--- config.mk ---
export PLATFORM = sky130hd
export DESIGN_NAME = traffic_light_actuated
export DESIGN_NICKNAME = d
export VERILOG_FILES = /design/src/rtl/traffic_light_actuated.sv
export SDC_FILE = /design/constraint.sdc
export NUM_CORES = 1
export LEC_CHECK = 0
export ABC_AREA = 1
export CELL_PAD_IN_SITES_DETAIL_PLACEMENT = 1
export CELL_PAD_IN_SITES_GLOBAL_PLACEMENT = 2
export CORE_MARGIN = 5
export CORE_UTILIZATION = 35
export DETAILED_ROUTE_END_ITERATION = 10
export DONT_BUFFER_PORTS = 1
export PLACE_DENSITY_LB_ADDON = 0.1
export SKIP_LAST_GASP = 1
export SLEW_MARGIN = 20
export SYNTH_ARGS = -nofsm -noshare
export SYNTH_HDL_FRONTEND = slang
export SYNTH_SLANG_ARGS = --single-unit
--- constraint.sdc ---
create_clock -name clk -period 4.3 [get_ports clk]
set_clock_uncertainty 0.15 [all_clocks]
set_input_delay 0.86 -clock clk [delete_from_list [all_inputs] [get_ports clk]]
set_output_delay 0.86 -clock clk [all_outputs]
set_load 0.01 [all_outputs]
--- src/rtl/traffic_light_actuated.sv ---
// Two-road actuated intersection controller: Moore FSM with minimum greens that
// rest until the cross road calls, yellow and all-red clearance, and a flashing-yellow mode.
module traffic_light_actuated #(
    parameter int CNT_W      = 8,
    parameter int GREEN_A    = 8,
    parameter int GREEN_B    = 10,
    parameter int YELLOW     = 3,
    parameter int ALL_RED    = 2,
    parameter int FLASH_HALF = 4
) (
    input  logic             clk,
    input  logic             rst_n,
    input  logic             req_a,
    input  logic             req_b,
    input  logic             flash_en,
    output logic [2:0]       lightA,
    output logic [2:0]       lightB,
    output logic [CNT_W-1:0] count,
    output logic [2:0]       state,
    output logic             pend_a,
    output logic             pend_b
);

    localparam int CNT_MAX = (1 << CNT_W) - 1;

    if (GREEN_A < 1 || GREEN_A > CNT_MAX || GREEN_B < 1 || GREEN_B > CNT_MAX ||
        YELLOW < 1 || YELLOW > CNT_MAX || ALL_RED < 1 || ALL_RED > CNT_MAX ||
        FLASH_HALF < 1 || FLASH_HALF > CNT_MAX) begin : g_bad_duration
        $error("traffic_light_actuated: phase durations must lie in 1..2**CNT_W-1");
    end

    localparam logic [CNT_W-1:0] T_GA  = CNT_W'(GREEN_A);
    localparam logic [CNT_W-1:0] T_GB  = CNT_W'(GREEN_B);
    localparam logic [CNT_W-1:0] T_Y   = CNT_W'(YELLOW);
    localparam logic [CNT_W-1:0] T_AR  = CNT_W'(ALL_RED);
    localparam logic [CNT_W-1:0] T_FH  = CNT_W'(FLASH_HALF);
    localparam logic [CNT_W-1:0] ONE   = CNT_W'(1);

    typedef enum logic [2:0] {
        AG    = 3'd0,
        AY    = 3'd1,
        AR1   = 3'd2,
        BG    = 3'd3,
        BY    = 3'd4,
        AR2   = 3'd5,
        FLASH = 3'd6
    } state_t;

    localparam logic [2:0] RED = 3'b100, YEL = 3'b010, GRN = 3'b001, DARK = 3'b000;

    state_t           state_q, state_d;
    logic [CNT_W-1:0] count_q, count_d;
    logic             blink_q, blink_d;
    logic             pend_a_q, pend_a_d;
    logic             pend_b_q, pend_b_d;

    // NOTE: sequential state uses non-blocking assignments so every register
    // samples the pre-edge values computed by the combinational block.
    always_ff @(posedge clk or negedge rst_n) begin
        if (!rst_n) begin
            state_q  <= AG;
            count_q  <= ONE;
            blink_q  <= 1'b0;
            pend_a_q <= 1'b0;
            pend_b_q <= 1'b0;
        end else begin
            state_q  <= state_d;
            count_q  <= count_d;
            blink_q  <= blink_d;
            pend_a_q <= pend_a_d;
            pend_b_q <= pend_b_d;
        end
    end

    // NOTE: every signal written here gets a default first, so no path can
    // leave one unassigned and infer a latch.
    always_comb begin
        state_d = state_q;
        case (state_q)
            AG:      if ((count_q >= T_GA && pend_b_q) || flash_en) state_d = AY;
            AY:      if (count_q == T_Y) state_d = AR1;
            AR1:     if (count_q == T_AR) state_d = flash_en ? FLASH : BG;
            BG:      if ((count_q >= T_GB && pend_a_q) || flash_en) state_d = BY;
            BY:      if (count_q == T_Y) state_d = AR2;
            AR2:     if (count_q == T_AR) state_d = flash_en ? FLASH : AG;
            FLASH:   if (!flash_en && count_q == T_FH) state_d = AR2;
            default: state_d = AG;
        endcase

        // Greens rest at their minimum; flash wraps; other phases always leave on ==.
        count_d = count_q + ONE;
        if (state_d != state_q) begin
            count_d = ONE;
        end else begin
            case (state_q)
                AG:      if (count_q >= T_GA) count_d = T_GA;
                BG:      if (count_q >= T_GB) count_d = T_GB;
                FLASH:   if (count_q == T_FH) count_d = ONE;
                default: count_d = count_q + ONE;
            endcase
        end

        blink_d = 1'b0;
        if (state_d == FLASH) begin
            if (state_q != FLASH)      blink_d = 1'b1;
            else if (count_q == T_FH)  blink_d = ~blink_q;
            else                       blink_d = blink_q;
        end

        // Entering (or resting in) a road's green clears its latch, overriding a request.
        pend_a_d = pend_a_q;
        if (state_d == AG)                    pend_a_d = 1'b0;
        else if (req_a && state_q != AG)      pend_a_d = 1'b1;

        pend_b_d = pend_b_q;
        if (state_d == BG)                    pend_b_d = 1'b0;
        else if (req_b && state_q != BG)      pend_b_d = 1'b1;
    end

    always_comb begin
        lightA = RED;
        lightB = RED;
        case (state_q)
            AG:      lightA = GRN;
            AY:      lightA = YEL;
            BG:      lightB = GRN;
            BY:      lightB = YEL;
            FLASH: begin
                lightA = blink_q ? YEL : DARK;
                lightB = blink_q ? YEL : DARK;
            end
            default: begin
                lightA = RED;
                lightB = RED;
            end
        endcase
    end

    assign count  = count_q;
    assign state  = state_q;
    assign pend_a = pend_a_q;
    assign pend_b = pend_b_q;

endmodule

# Word-level counts from Yosys, hierarchy flattened
# Index checks and enable logic that the tools add are counted.
[totals] ff_bits=14 in_bits=5 output_inout_bits=19 wordCells=62
[op_classes] n_addsub=1 magnitude_cmp=2 eq_ne=15 n_mux=25 bitwise=1 reduce_logical=13
[op_table] op="8-bit two-way mux" n=4
[op_table] op="3-bit two-way mux" n=9
[op_table] op="8-bit case mux with 3 select lines" n=1
[op_table] op="3-bit case mux with 7 select lines" n=1
[op_table] op="3-bit case mux with 3 select lines" n=2
[op_table] op="8-bit by 2-bit == test with 1-bit output (second input constant)" n=2
[op_table] op="8-bit by 4-bit >= comparator with 1-bit output (second input constant)" n=2
[op_table] op="3-bit == test (second input constant)" n=4
[op_table] op="3-bit by 2-bit == test with 1-bit output (second input constant)" n=3
[op_table] op="8-bit by 1-bit adder with 8-bit output (second input constant)" n=1
[op_table] op="8-bit by 3-bit == test with 1-bit output (second input constant)" n=1
[op_table] op="1-bit two-way mux" n=7
[op_table] op="3-bit zero test" n=2
[op_table] op="3-bit by 2-bit != test with 1-bit output (second input constant)" n=2
[op_table] op="1-bit logical AND" n=5
[op_table] op="2-bit nonzero test" n=2
[op_table] op="3-bit by 1-bit == test with 1-bit output (second input constant)" n=1
[op_table] op="3-bit != test" n=1
[op_table] op="3-bit != test (second input constant)" n=1
[op_table] op="3-bit nonzero test" n=1
[op_table] op="1-bit logical OR" n=2
[op_table] op="2-bit two-way mux" n=1
[op_table] op="1-bit zero test" n=1
[op_table] op="1-bit inverter" n=1

# Depth between registers and ports, before layout
# Gate-level depths: netlist of run 1.
[logic_depth] word_depth=7 ltp_mapped=13 depth_no_buf=13

# Worst setup path before layout of run 1
# Ideal clock, no wire load.
[synth_path] kind="register -> output" startpoint="register state_q[0], in the netlist state[0]" endpoint="output port lightB[2]" arrival_ps=1047 required_time_ps=3290 setup_slack_ps=2243 stages_incl_launch_ff=5 path_buffers=1 path_cell_list="dfrtp_1 -> buf_6 -> nand2_1 -> nor2_1 -> nor2_1"
[synth_between] elab_chain_cells=2 word_cells_on_any_way=4 classes_between="3 x eq/ne; 1 x mux"
[synth_rtl] element="start: declaration" line="51" text="state_t state_q, state_d;"
[synth_rtl] element="start signal: assignment" line="67" text="state_q <= state_d;"
[synth_rtl] element="3-bit == test or 3-bit by 2-bit == test with 1-bit output (tied branches)" line="123" text="case (state_q)"
[synth_rtl] element="3-bit case mux with 3 select lines (*)" line="123"
[synth_rtl] element="end: declaration" line="17" text="output logic [2:0] lightB,"
# Every way passes the cells marked *; elsewhere a longest branch is shown, timed or not.

# Worst setup path in the final report of run 1
# Ends and elaborated chain as after synthesis.

==> results of run 1 <==
power by group:
| group | internal [W] | switching [W] |
|---|---|---|
| combinational | 0.000111 | 0.000249 |
| sequential | 0.000172 | 0.0000792 |
| clock | 0.0000361 | 0.0000505 |
| total | 0.000320 | 0.000379 |
metrics by stage:
step	area (sq um)	hold slack, ns
3_5_place_dp	1030	0.415
3_3_place_gp	1030	0.394
2_1_floorplan	1010	0.374
4_1_cts	1060	0.0840
5_1_grt	1060	0.0620
6_report	1060	0.0892
worst max-delay path: stages, from the launching register on:
cell                      delay, ns
sky130_fd_sc_hd__dfrtp_1       0.60
sky130_fd_sc_hd__nand2_1       0.17
sky130_fd_sc_hd__nor2_1        0.40
sky130_fd_sc_hd__nor2_1        0.16
area by class of cell:
type	count	area [sq um]
multi-input combinational	112	562
clock buffer	4	26.3
inverter	22	82.6
tap	31	38.8
sequential	14	352
fill	367	1700
cells by family after synthesis:
| group | Yosys count | synth area share, % |
|---|---|---|
| AO/OA/AOI/OAI | 20 | 11.2 |
| flip-flops | 14 | 34.9 |
| XOR/XNOR | 1 | 0.870 |
| adder cells (fa/ha/maj) | 3 | 3.73 |
| buffers and inverters | 23 | 9.32 |
| AND/OR/NAND/NOR | 88 | 40.0 |
synthesized netlist by cell type:
| cell type | instances | area share (%) |
|---|---|---|
| sky130_fd_sc_hd__o21ai_0 | 8 | 4.0 |
| sky130_fd_sc_hd__o21ai_1 | 1 | 0.50 |
| sky130_fd_sc_hd__o21bai_1 | 3 | 2.2 |
| sky130_fd_sc_hd__dfstp_2 | 1 | 2.6 |
| sky130_fd_sc_hd__nor3_2 | 1 | 0.99 |
| sky130_fd_sc_hd__nor2_4 | 2 | 2.2 |
| sky130_fd_sc_hd__nand3_1 | 20 | 9.9 |
| sky130_fd_sc_hd__nand2_1 | 32 | 12 |
| sky130_fd_sc_hd__nand3b_1 | 2 | 1.5 |
| sky130_fd_sc_hd__a21oi_1 | 6 | 3.0 |
| sky130_fd_sc_hd__nand2_2 | 2 | 1.2 |
| sky130_fd_sc_hd__nand4_1 | 2 | 1.2 |
| sky130_fd_sc_hd__buf_6 | 1 | 1.1 |
| sky130_fd_sc_hd__xor2_1 | 1 | 0.87 |
| sky130_fd_sc_hd__ha_1 | 3 | 3.7 |
| sky130_fd_sc_hd__o211ai_1 | 1 | 0.75 |
| sky130_fd_sc_hd__dfrtp_1 | 13 | 32 |
| sky130_fd_sc_hd__a22oi_1 | 1 | 0.75 |
| sky130_fd_sc_hd__nor3_1 | 3 | 1.5 |
| sky130_fd_sc_hd__or2_2 | 2 | 1.2 |
| sky130_fd_sc_hd__nor2_1 | 22 | 8.2 |
| sky130_fd_sc_hd__inv_2 | 2 | 0.75 |
| sky130_fd_sc_hd__inv_1 | 20 | 7.5 |
how the worst min path moves through the flow:
stage | start | to | slack [ns]
after floorplan | blink_q$_DFFE_PN0P_ | blink_q$_DFFE_PN0P_ | 0.37
after global placement | blink_q$_DFFE_PN0P_ | blink_q$_DFFE_PN0P_ | 0.39
after detailed placement | rst_n | count[3]$_DFF_PN0_ | 0.41
after CTS | rst_n | pend_b$_DFFE_PN0P_ | 0.08
after global routing | rst_n | pend_b$_DFFE_PN0P_ | 0.06
final | rst_n | pend_b$_DFFE_PN0P_ | 0.09
per-layer routing:
layer	vias to the layer above	wire, um
met2	20	1380
met5	-	0
met1	479	1420
met3	5	163
met4	0	34
li1	493	-
sequential cells by signal, indices dropped and copies added (netlist names):
| name | flops |
|---|---|
| blink_q | 1 |
| count | 8 |
| pend_a | 1 |
| pend_b | 1 |
| state | 3 |
==> flow_results.org, run 1 <==
** Setup path
- Startpoint type of the worst setup path :: register
- Element type at the critical path end :: output port
- The critical path in this run is classified as register to output port.
- R2r endpoint :: count[3]$_DFF_PN0_
- Number of cells on the worst reg-to-reg path :: 10
- The most critical setup path has its startpoint at state[0]$_DFF_PN0_.
- Data arrives at the worst endpoint at 1.63 ns.
- Largest fanout on the critical path :: 9
- The critical path ends at lightB[2].
- Crit Reg-Reg Startpoint :: state[0]$_DFF_PN0_
- Across all register-to-register paths, the minimum setup slack is 2.01 ns.
- STA puts the critical path data required time at 3.29 ns.

** Drt
- Drt first-iter violations :: 39
- The pre-antenna-repair detailed-routing pass consisted of 4 iterations.
- Mean routed wirelength per cell :: 16.4 um
- Summed over all layers, the routed wires come to 2990 um.
- Total number of vias :: 997
- Residual DRC :: 0
- In the routed layout, each cell is associated on average with a via count of 5.45.
- Number of routed nets with antenna violations :: 0

** Cells and area
- Area growth from synthesis to layout :: 5.34%
- Most frequent cells in the layout :: 32 x sky130_fd_sc_hd__nand2_1, 22 x sky130_fd_sc_hd__nor2_1, 20 x sky130_fd_sc_hd__inv_1, 20 x sky130_fd_sc_hd__nand3_1, 13 x sky130_fd_sc_hd__dfrtp_1
- Final design utilization :: 38.5%
- For this run, the post-layout net count is 161.
- Most common library cell in the layout ignoring fill and taps :: sky130_fd_sc_hd__nand2_1
- Cells with a size suffix above 1 make up 8.55% of the layout.
- Antenna Diode Count :: 0
- Non-filler instance count after layout :: 183

** Placed design
- Count of input and output buffers :: 0
- At the placement stage, the worst setup path has a slack of 1.96 ns.
- The HPWL after detailed placement is 2370 um.
- In this run, placement finished with an instance count of 179.
- Routability-driven placement finished with a final weighted congestion of 0.801.

** Synthesis
- Synthesized cell area :: 1010 sq um
- In the synthesized netlist, the number of instances is 149.
- For this run, the number of Yosys warnings is 0.
- Synth unique cells :: 23
- Count of state elements after synthesis :: 14
- Synthesized netlist net count :: 157
- In this run the mean area of a mapped cell was 6.76 sq um.
- Sequential area share after synthesis :: 34.9%

** Clock network
- Clk Latency, worst-skew pair :: 0.30 ns
- Number of levels the H-tree was split into :: 1
- Clock transition at path regs :: 0.10 ns
- Counting every sink on the clock net gives 14.
- TritonCTS built the clock tree.
- In this run, post-CTS hold repair placed 0 buffers.
- The number of clock buffers added by TritonCTS is 3.
- Quantity of gates resized following cts :: 0
- Buffers inserted by post-CTS timing repair :: 0
- Maximum buffer depth of the clock tree :: 2
- Root buf cell :: sky130_fd_sc_hd__clkbuf_4

** STA
- Transition time at the pin with the least slew margin :: 0.561 ns
- Headroom to the max-slew limit came out at 62.4%.
- Count of pins over their slew limit :: 0
- The count of final hold-check violations came to 0.
- The worst path meets setup with 1.66 ns of slack.
- Setup violations remaining at the end of the flow were counted as 0.
- The worst path in the final design needs a cycle of 2.64 ns, including I/O delays and setup.
- Period utilisation layout :: 61.4%
- For the final routed database, the setup TNS stands at 0 ns.
- Based on the critical path, the design can be clocked at up to 0.378 GHz.
- Setup repair after global routing left no endpoint under its margin.

** Floorplan
- Std cell rows :: 19
- From left edge to right edge, the die measures 63.6 um.
- Initial core utilization :: 36.5%
- Count of pins on the block boundary :: 24
- Die Outline Area :: 4050 sq um
- Core area :: 2760 sq um
- Measured along the y axis, the die boundary spans 63.6 um.

** Run
- Across the run, the number of max-cap violations was 0.

** Power
- Cell area power density :: 658 nW/um^2
- Leakage component of the power :: 0.521 nW
- Power comes to 0.000698 W.
- Worst voltage drop across the vdd grid :: 0.409 mV

** Global routing
- Global routing used 15.9% of the available tracks across all layers.
- The first global-routing pass estimated 5090 um of wire.
- Largest net degree at the start of global routing :: 15
- The number of antenna violations at the first check in global routing is 0.
- In the global route stage, met2 resource usage came out at 25.3%.
- Met3 demand-to-capacity share in global routing :: 4.44%
- Met1 demand-to-capacity share in global routing :: 20.7%
- Total global routing overflow :: 0
- Via count of the first global-routing pass :: 1054
- In this run the most used layer during global routing was met2.

** Status
- Status :: complete, no violations

** Worst hold path
- Worst Hold Class :: primary input to async pin
Note: power is estimated with default switching activity, not from simulation.
==> run 2: changes to the inputs <==
--- a/config.mk
+++ b/config.mk
@@ -9,7 +9,7 @@
 export CELL_PAD_IN_SITES_DETAIL_PLACEMENT = 1
 export CELL_PAD_IN_SITES_GLOBAL_PLACEMENT = 2
 export CORE_MARGIN = 5
-export CORE_UTILIZATION = 35
+export CORE_UTILIZATION = 33
 export DETAILED_ROUTE_END_ITERATION = 10
 export DONT_BUFFER_PORTS = 1
 export PLACE_DENSITY_LB_ADDON = 0.1
==> constraint.sdc (replaced) <==
create_clock -name clk -period 2.7 [get_ports clk]
set_clock_uncertainty 0.15 [all_clocks]
set_input_delay 0.54 -clock clk [delete_from_list [all_inputs] [get_ports clk]]
set_output_delay 0.54 -clock clk [all_outputs]
set_load 0.01 [all_outputs]
==> flow_results.org, run 2 (synthesized netlist as in run 1, its figures left out) <==
** Cells and area
- The repair_antennas step left the layout with diodes totalling 0.
- Leaving out fill and tap cells, the most frequent cell in the layout is sky130_fd_sc_hd__nand2_1.
- Area growth from synthesis to layout :: 8.32%
- Of the cells placed in the final design, the portion with a size suffix greater than 1 is 9.74%.
- The top cell types in the final layout, fill and taps aside, are 32 x sky130_fd_sc_hd__nand2_1, 22 x sky130_fd_sc_hd__nor2_1, 20 x sky130_fd_sc_hd__inv_1, 20 x sky130_fd_sc_hd__nand3_1, 13 x sky130_fd_sc_hd__dfrtp_1.
- Final design utilization :: 36.6%
- The register with the most flip-flops in the layout has 8 of them.
- In the final design database the tool counted 163 nets.
- Fillers :: 390

** Drt
- Detailed-route vias per instance :: 5.37
- Total number of vias :: 1005
- Detailed-route wire length :: 3090 um
- Mean routed wirelength per cell :: 16.5 um
- After the first detailed-routing iteration, the DRC count stood at 36.
- The first detailed-routing pass took 4 iterations.
- After detailed routing, the number of remaining DRC violations is 0.
- In this run the remaining antenna-violating nets after routing total 0.

** Clock network
- Number of CTS-inserted buffers :: 3
- CTS Sinks :: 14
- Clk Latency, worst-skew pair :: 0.28 ns
- TritonCTS built the clock tree.
- Buffers inserted by post-CTS timing repair :: 0
- Gates resized during post-CTS repair numbered 0.
- CTS built an H-tree with a depth of 1.
- Clock transition at path regs :: 0.10 ns
- Maximum buffer depth of the clock tree :: 2
- Root buf cell :: sky130_fd_sc_hd__clkbuf_4

** Worst hold path
- The worst hold path begins at req_b.
- The path with the worst hold slack has its endpoint at pend_b$_DFFE_PN0P_.
- Count of cells along the worst hold path :: 2
- The tightest min-delay check is of the primary input to register type.

** Placed design
- Hpwl dp :: 2500 um
- Routability-driven placement finished with a final weighted congestion of 0.807.
- Count of input and output buffers :: 0

** Power
- Dividing total power by cell area gives a power density of 1050 nW/um^2.
- The analysis attributes to cell leakage a power of 0.537 nW.
- Worst voltage drop across the vdd grid :: 0.404 mV

** Setup path
- STA classifies the critical path endpoint as an output port.
- Type of the worst setup path :: register to output port
- Req. time, crit path :: 2.01 ns
- Number of cells on the worst reg-to-reg path :: 8
- Largest fanout on the critical path :: 8
- In this run the critical register-to-register path is launched from state[2]$_DFF_PN0_.
- For flop-to-flop paths, the worst setup slack is 0.57 ns.
- Largest stage delay on the critical path :: 0.56 ns
- Startpoint type of the worst setup path :: register
- Cell breakdown of the critical path :: nor3_2, nor3_1
- In this run the critical register-to-register path is captured at count[5]$_DFF_PN0_.
- Data on the critical path arrives at its endpoint at 1.57 ns.
- Slowest cell on the critical path :: sky130_fd_sc_hd__nor3_2

** STA
- Setup violations remaining at the end of the flow were counted as 0.
- Count of pins over their slew limit :: 0
- The final critical path takes up 83.7% of the cycle.
- Transition time at the pin with the least slew margin :: 0.693 ns
- Endpoints failing hold :: 0
- Headroom to the max-slew limit came out at 53.7%.
- Setup TNS after final layout :: 0 ns
- Setup repair after global routing missed its margin :: false
- Clock period minus worst slack :: 2.26 ns
- Timing-limited maximum frequency :: 0.442 GHz

** Global routing
- Global routing finished with a remaining overflow of 0.
- Largest net degree at the start of global routing :: 15
- Via count of the first global-routing pass :: 1023
- GRT Total Usage :: 15.6%
- Number of antenna violations at the first check in global routing :: 0
- The first global-routing pass estimated 5040 um of wire.

** Floorplan
- After floorplanning, the core was divided into 20 placement rows.
- Die Outline Area :: 4260 sq um
- Count of pins on the block boundary :: 24
- The floorplan step set the die width to 65.2 um.
- Core area :: 2980 sq um
- The initial utilization of the core area, before any placement, comes to 33.8%.
- DIE HEIGHT :: 65.2 um

** Run
- Max-cap violations :: 0

** Status
- Status :: complete, no violations
[run 2: cell types whose count changed in the layout (fill, tap and decap cells not counted), sizes merged]
cell | before | now
buf | 0 | 1
dlygate4sd3 | 0 | 1
[run 2: where the power goes]
| group | total, W | switching, W | internal (W) |
|---|---|---|---|
| logic | 0.000582 | 0.000400 | 0.000182 |
| registers | 0.000403 | 0.000129 | 0.000274 |
| clock network | 0.000162 | 0.0000804 | 0.0000820 |
[run 2: final cells by class]
| class | instances | area [sq um] | share of cell area [%] |
|---|---|---|---|
| Inverter | 22 | 82.6 | 7.57 |
| Multi-Input combinational cell | 112 | 562 | 51.5 |
| Sequential cell | 14 | 352 | 32.2 |
| Clock buffer | 4 | 36.3 | 3.33 |
| Tap cell | 33 | 41.3 | 3.78 |
| Timing Repair Buffer | 2 | 17.5 | 1.61 |
[run 2: worst max path at each step]
stage	startpoint	end	slack, ns	cells past startpoint
floorplan	count[0]$_DFF_PN1_	count[1]$_DFF_PN0_	0.89	12
global placement	state[0]$_DFF_PN0_	count[5]$_DFF_PN0_	0.58	8
detailed placement	count[6]$_DFF_PN0_	count[5]$_DFF_PN0_	0.57	13
CTS	state[2]$_DFF_PN0_	lightA[2]	0.41	2
global route	count[6]$_DFF_PN0_	count[5]$_DFF_PN0_	0.30	13
finish	state[2]$_DFF_PN0_	lightA[2]	0.44	2
[run 2: layer usage]
metal	vias up	part of all wire, %	track usage (%)
met5	-	0	0
met4	0	0.32	2.33
met3	2	4.3	3.76
met2	17	49	26.0
met1	493	47	20.8
li1	493	-	-
[run 2: critical path, delay by kind of cell, from the launching register on]
family | cells | cell delay (ns)
flip-flops | 1 | 0.52
AND/OR/NAND/NOR | 2 | 0.77
[run 2: through the flow]
stage,setup WS (ns),hold slack (ns),total power (W),area (sq um),instances
2_1_floorplan,0.887,0.0944,0.000839,1010,149
3_3_place_gp,0.581,0.0948,0.000978,1040,182
3_5_place_dp,0.567,0.0947,0.000994,1040,182
4_1_cts,0.415,0.280,0.00117,1090,187
5_1_grt,0.295,0.292,0.00127,1090,187
6_report,0.440,0.284,0.00115,1090,187
[run 2: timing repair]
action,4_1_cts,5_1_grt
hold buffers,1,0
endpoints found under the setup margin,0,0
hold endpoints to repair,14,0
==> run 3: changes to the inputs <==
==> constraint.sdc (replaced) <==
create_clock -name clk -period 2.2 [get_ports clk]
set_clock_uncertainty 0.15 [all_clocks]
set_input_delay 0.44 -clock clk [delete_from_list [all_inputs] [get_ports clk]]
set_output_delay 0.44 -clock clk [all_outputs]
set_load 0.01 [all_outputs]
==> flow_results.org, run 3 (synthesized netlist as in run 1, its figures left out) <==
** Setup path
- Startpoint type of the worst setup path :: register
- Timing endpoint of the critical path :: lightB[2]
- The worst setup path is captured at an output port.
- Largest stage delay on the critical path :: 0.48 ns
- In this design, the critical path's most frequently occurring cell is sky130_fd_sc_hd__nor2_1.
- Slowest cell on the critical path :: sky130_fd_sc_hd__dfrtp_1
- Type of the worst setup path :: register to output port
- In this run the worst path has a maximum fanout of 4.
- STA puts the critical path data required time at 1.61 ns.
- In this run the worst setup path begins at state[1]$_DFF_PN0_.
- Number of cells on the worst reg-to-reg path :: 13
- Internal reg-to-reg setup slack :: 0.17 ns
- Arrival time of the worst setup path :: 1.48 ns
- The startpoint identified for the worst register-to-register timing path is count[0]$_DFF_PN1_.
- The critical path goes through nand2_1, nor2_1, buf_4, nor2_1.
- In this run the critical register-to-register path is captured at count[4]$_DFF_PN0_.

** Clock network
- CTS saw 14 sinks.
- Clock transition at path regs :: 0.10 ns
- Root buf cell :: sky130_fd_sc_hd__clkbuf_4
- Maximum buffer depth of the clock tree :: 2
- Clock tree from TritonCTS :: built
- Number of levels the H-tree was split into :: 1
- Clock latency on the worst-skew pair, taken at its later pin, is 0.28 ns.
- Post-CTS timing repair inserted 0 buffers for setup.
- Number of CTS-inserted buffers :: 3

** STA
- Transition time at the pin with the least slew margin :: 0.642 ns
- Final hold analysis gives a worst-case slack of 0.191 ns.
- The count of final hold-check violations is 0.
- The total count of max-transition violations in the final report came to 0.
- Setup TNS after final layout :: 0 ns
- Based on the critical path, the design can be clocked at up to 0.482 GHz.
- Setup repair after global routing missed its margin :: false
- Headroom to the max-slew limit came out at 57.1%.
- Setup violations remaining at the end of the flow were counted as 0.
- Period utilisation layout :: 94.3%
- Counting I/O delays and the setup requirement, the final critical path takes 2.07 ns.

** Run
- Max-cap violations :: 0

** Drt
- In this run the remaining antenna-violating nets after routing total 0.
- The routed design has 3220 um of wire.
- Mean routed wirelength per cell :: 16.4 um
- Residual DRC :: 0
- First-pass DRT Iterations :: 4
- In the routed layout, each cell is associated on average with a via count of 5.20.
- Drt first-iter violations :: 56
- Total number of vias :: 1019

** Floorplan
- In this run the core area contains 20 standard-cell rows.
- Count of pins on the block boundary :: 24
- The region available for standard cell placement spans 2980 sq um.
- DIE HEIGHT :: 65.2 um
- Width of the die :: 65.2 um
- The die covers 4260 sq um.
- Once the floorplan was initialized, standard cells occupied 33.8% of the core.

** Cells and area
- Compared with the post-synthesis result, the final layout area differs by 17.4%.
- The register with the most flip-flops in the layout has 8 of them.
- The library cell used most frequently in the layout, excluding fill and tap cells, is sky130_fd_sc_hd__nand2_1.
- Antenna Diode Count :: 0
- The final layout contains 172 nets.
- Once layout is complete, the cells apart from fillers number 196.
- Fillers :: 405
- Summing all non-filler instances in the final layout gives an area of 1180 sq um.
- Fraction of layout instances using a drive strength above 1 :: 19.0%
- Most frequent cells in the layout :: 30 x sky130_fd_sc_hd__nand2_1, 21 x sky130_fd_sc_hd__nor2_1, 20 x sky130_fd_sc_hd__inv_1, 20 x sky130_fd_sc_hd__nand3_1, 11 x sky130_fd_sc_hd__dfrtp_1
- Cells fill 39.7% of the core in the end.

** Placed design
- Number of cells in the design after placement :: 191
- Count of input and output buffers :: 0
- Area of placed instances :: 1110 sq um
- Hpwl dp :: 2660 um
- Routability-driven placement finished with a final weighted congestion of 0.779.

** Global routing
- GRT Total Usage :: 16.0%
- Entering global routing, the biggest net connects 15 pins.
- First-pass GRT wire length :: 5220 um
- Number of antenna violations at the first check in global routing :: 0
- The total overflow left after global routing is 0.
- The number of global-route vias before repair is 1103.

** Power
- The clock network accounts for 12.5% of the total power.
- Sequential share of power :: 29.7%
- The worst-case IR drop observed on VDD is 0.510 mV.
- Cell area power density :: 1270 nW/um^2
- In this run the static leakage power is 0.585 nW.
- Switching Fraction :: 51.4%
- Design internal power :: 0.000730 W
- The analysis attributes to net switching a power of 0.000772 W.
- Combinational power share :: 57.8%

** Status
- The run finished with clean final reports.

** Worst hold path
- Worst Hold Class :: primary input to register
==> run 3: metal layers <==
| metal | track usage (%) | part of all wire [%] | wire, um |
|---|---|---|---|
| met1 | 20.7 | 47 | 1520 |
| met3 | 3.25 | 3.4 | 108 |
| met4 | 2.33 | 0.50 | 16 |
| met5 | 0 | 0 | 0 |
| met2 | 27.8 | 49 | 1570 |
==> run 3: worst min path at each step <==
| stage | start | endpoint | cells past startpoint |
|---|---|---|---|
| 2_1_floorplan | rst_n | blink_q$_DFFE_PN0P_ | 0 |
| 3_3_place_gp | rst_n | count[5]$_DFF_PN0_ | 0 |
| 3_5_place_dp | rst_n | count[5]$_DFF_PN0_ | 0 |
| 4_1_cts | req_a | pend_a$_DFFE_PN0P_ | 2 |
| 5_1_grt | req_a | pend_a$_DFFE_PN0P_ | 2 |
| 6_report | req_a | pend_a$_DFFE_PN0P_ | 2 |
==> run 3: cell type report <==
cell class	instances	area (sq um)	share of cell area, %
multi-input combinational	112	583	49.3
sequential	14	354	29.9
timing repair buffer	11	85.1	7.20
inverter	22	82.6	6.98
tap	33	41.3	3.49
clock buffer	4	36.3	3.07
==> run 3: per-stage QoR <==
stage               total power [W]  worst slack, ns
floorplan                   0.00103            0.387
global placement            0.00127            0.145
detailed placement          0.00128            0.100
CTS                         0.00148           0.0222
global route                0.00165           0.0178
finish                      0.00150            0.126
==> run 3: power groups by stage <==
stage	sequential (W)	clock [W]	combinational, W
5_1_grt	0.000460	0.000205	0.000983
3_3_place_gp	0.000445	0	0.000820
3_5_place_dp	0.000449	0	0.000832
4_1_cts	0.000444	0.000191	0.000845
6_report	0.000446	0.000188	0.000868
2_1_floorplan	0.000444	0	0.000586
==> run 3: critical path: cells and delay by family, from the launching register on <==
kind	cells	cell delay, ns
and+or+nand+nor	3	0.53
DFF	1	0.48
buffers and inverters	1	0.20
==> run 3: timing repair <==
action	in CTS	in global routing
hold buffers	1	0
hold endpoints to repair	14	0
setup endpoints to repair	0	10
resized for setup	0	9
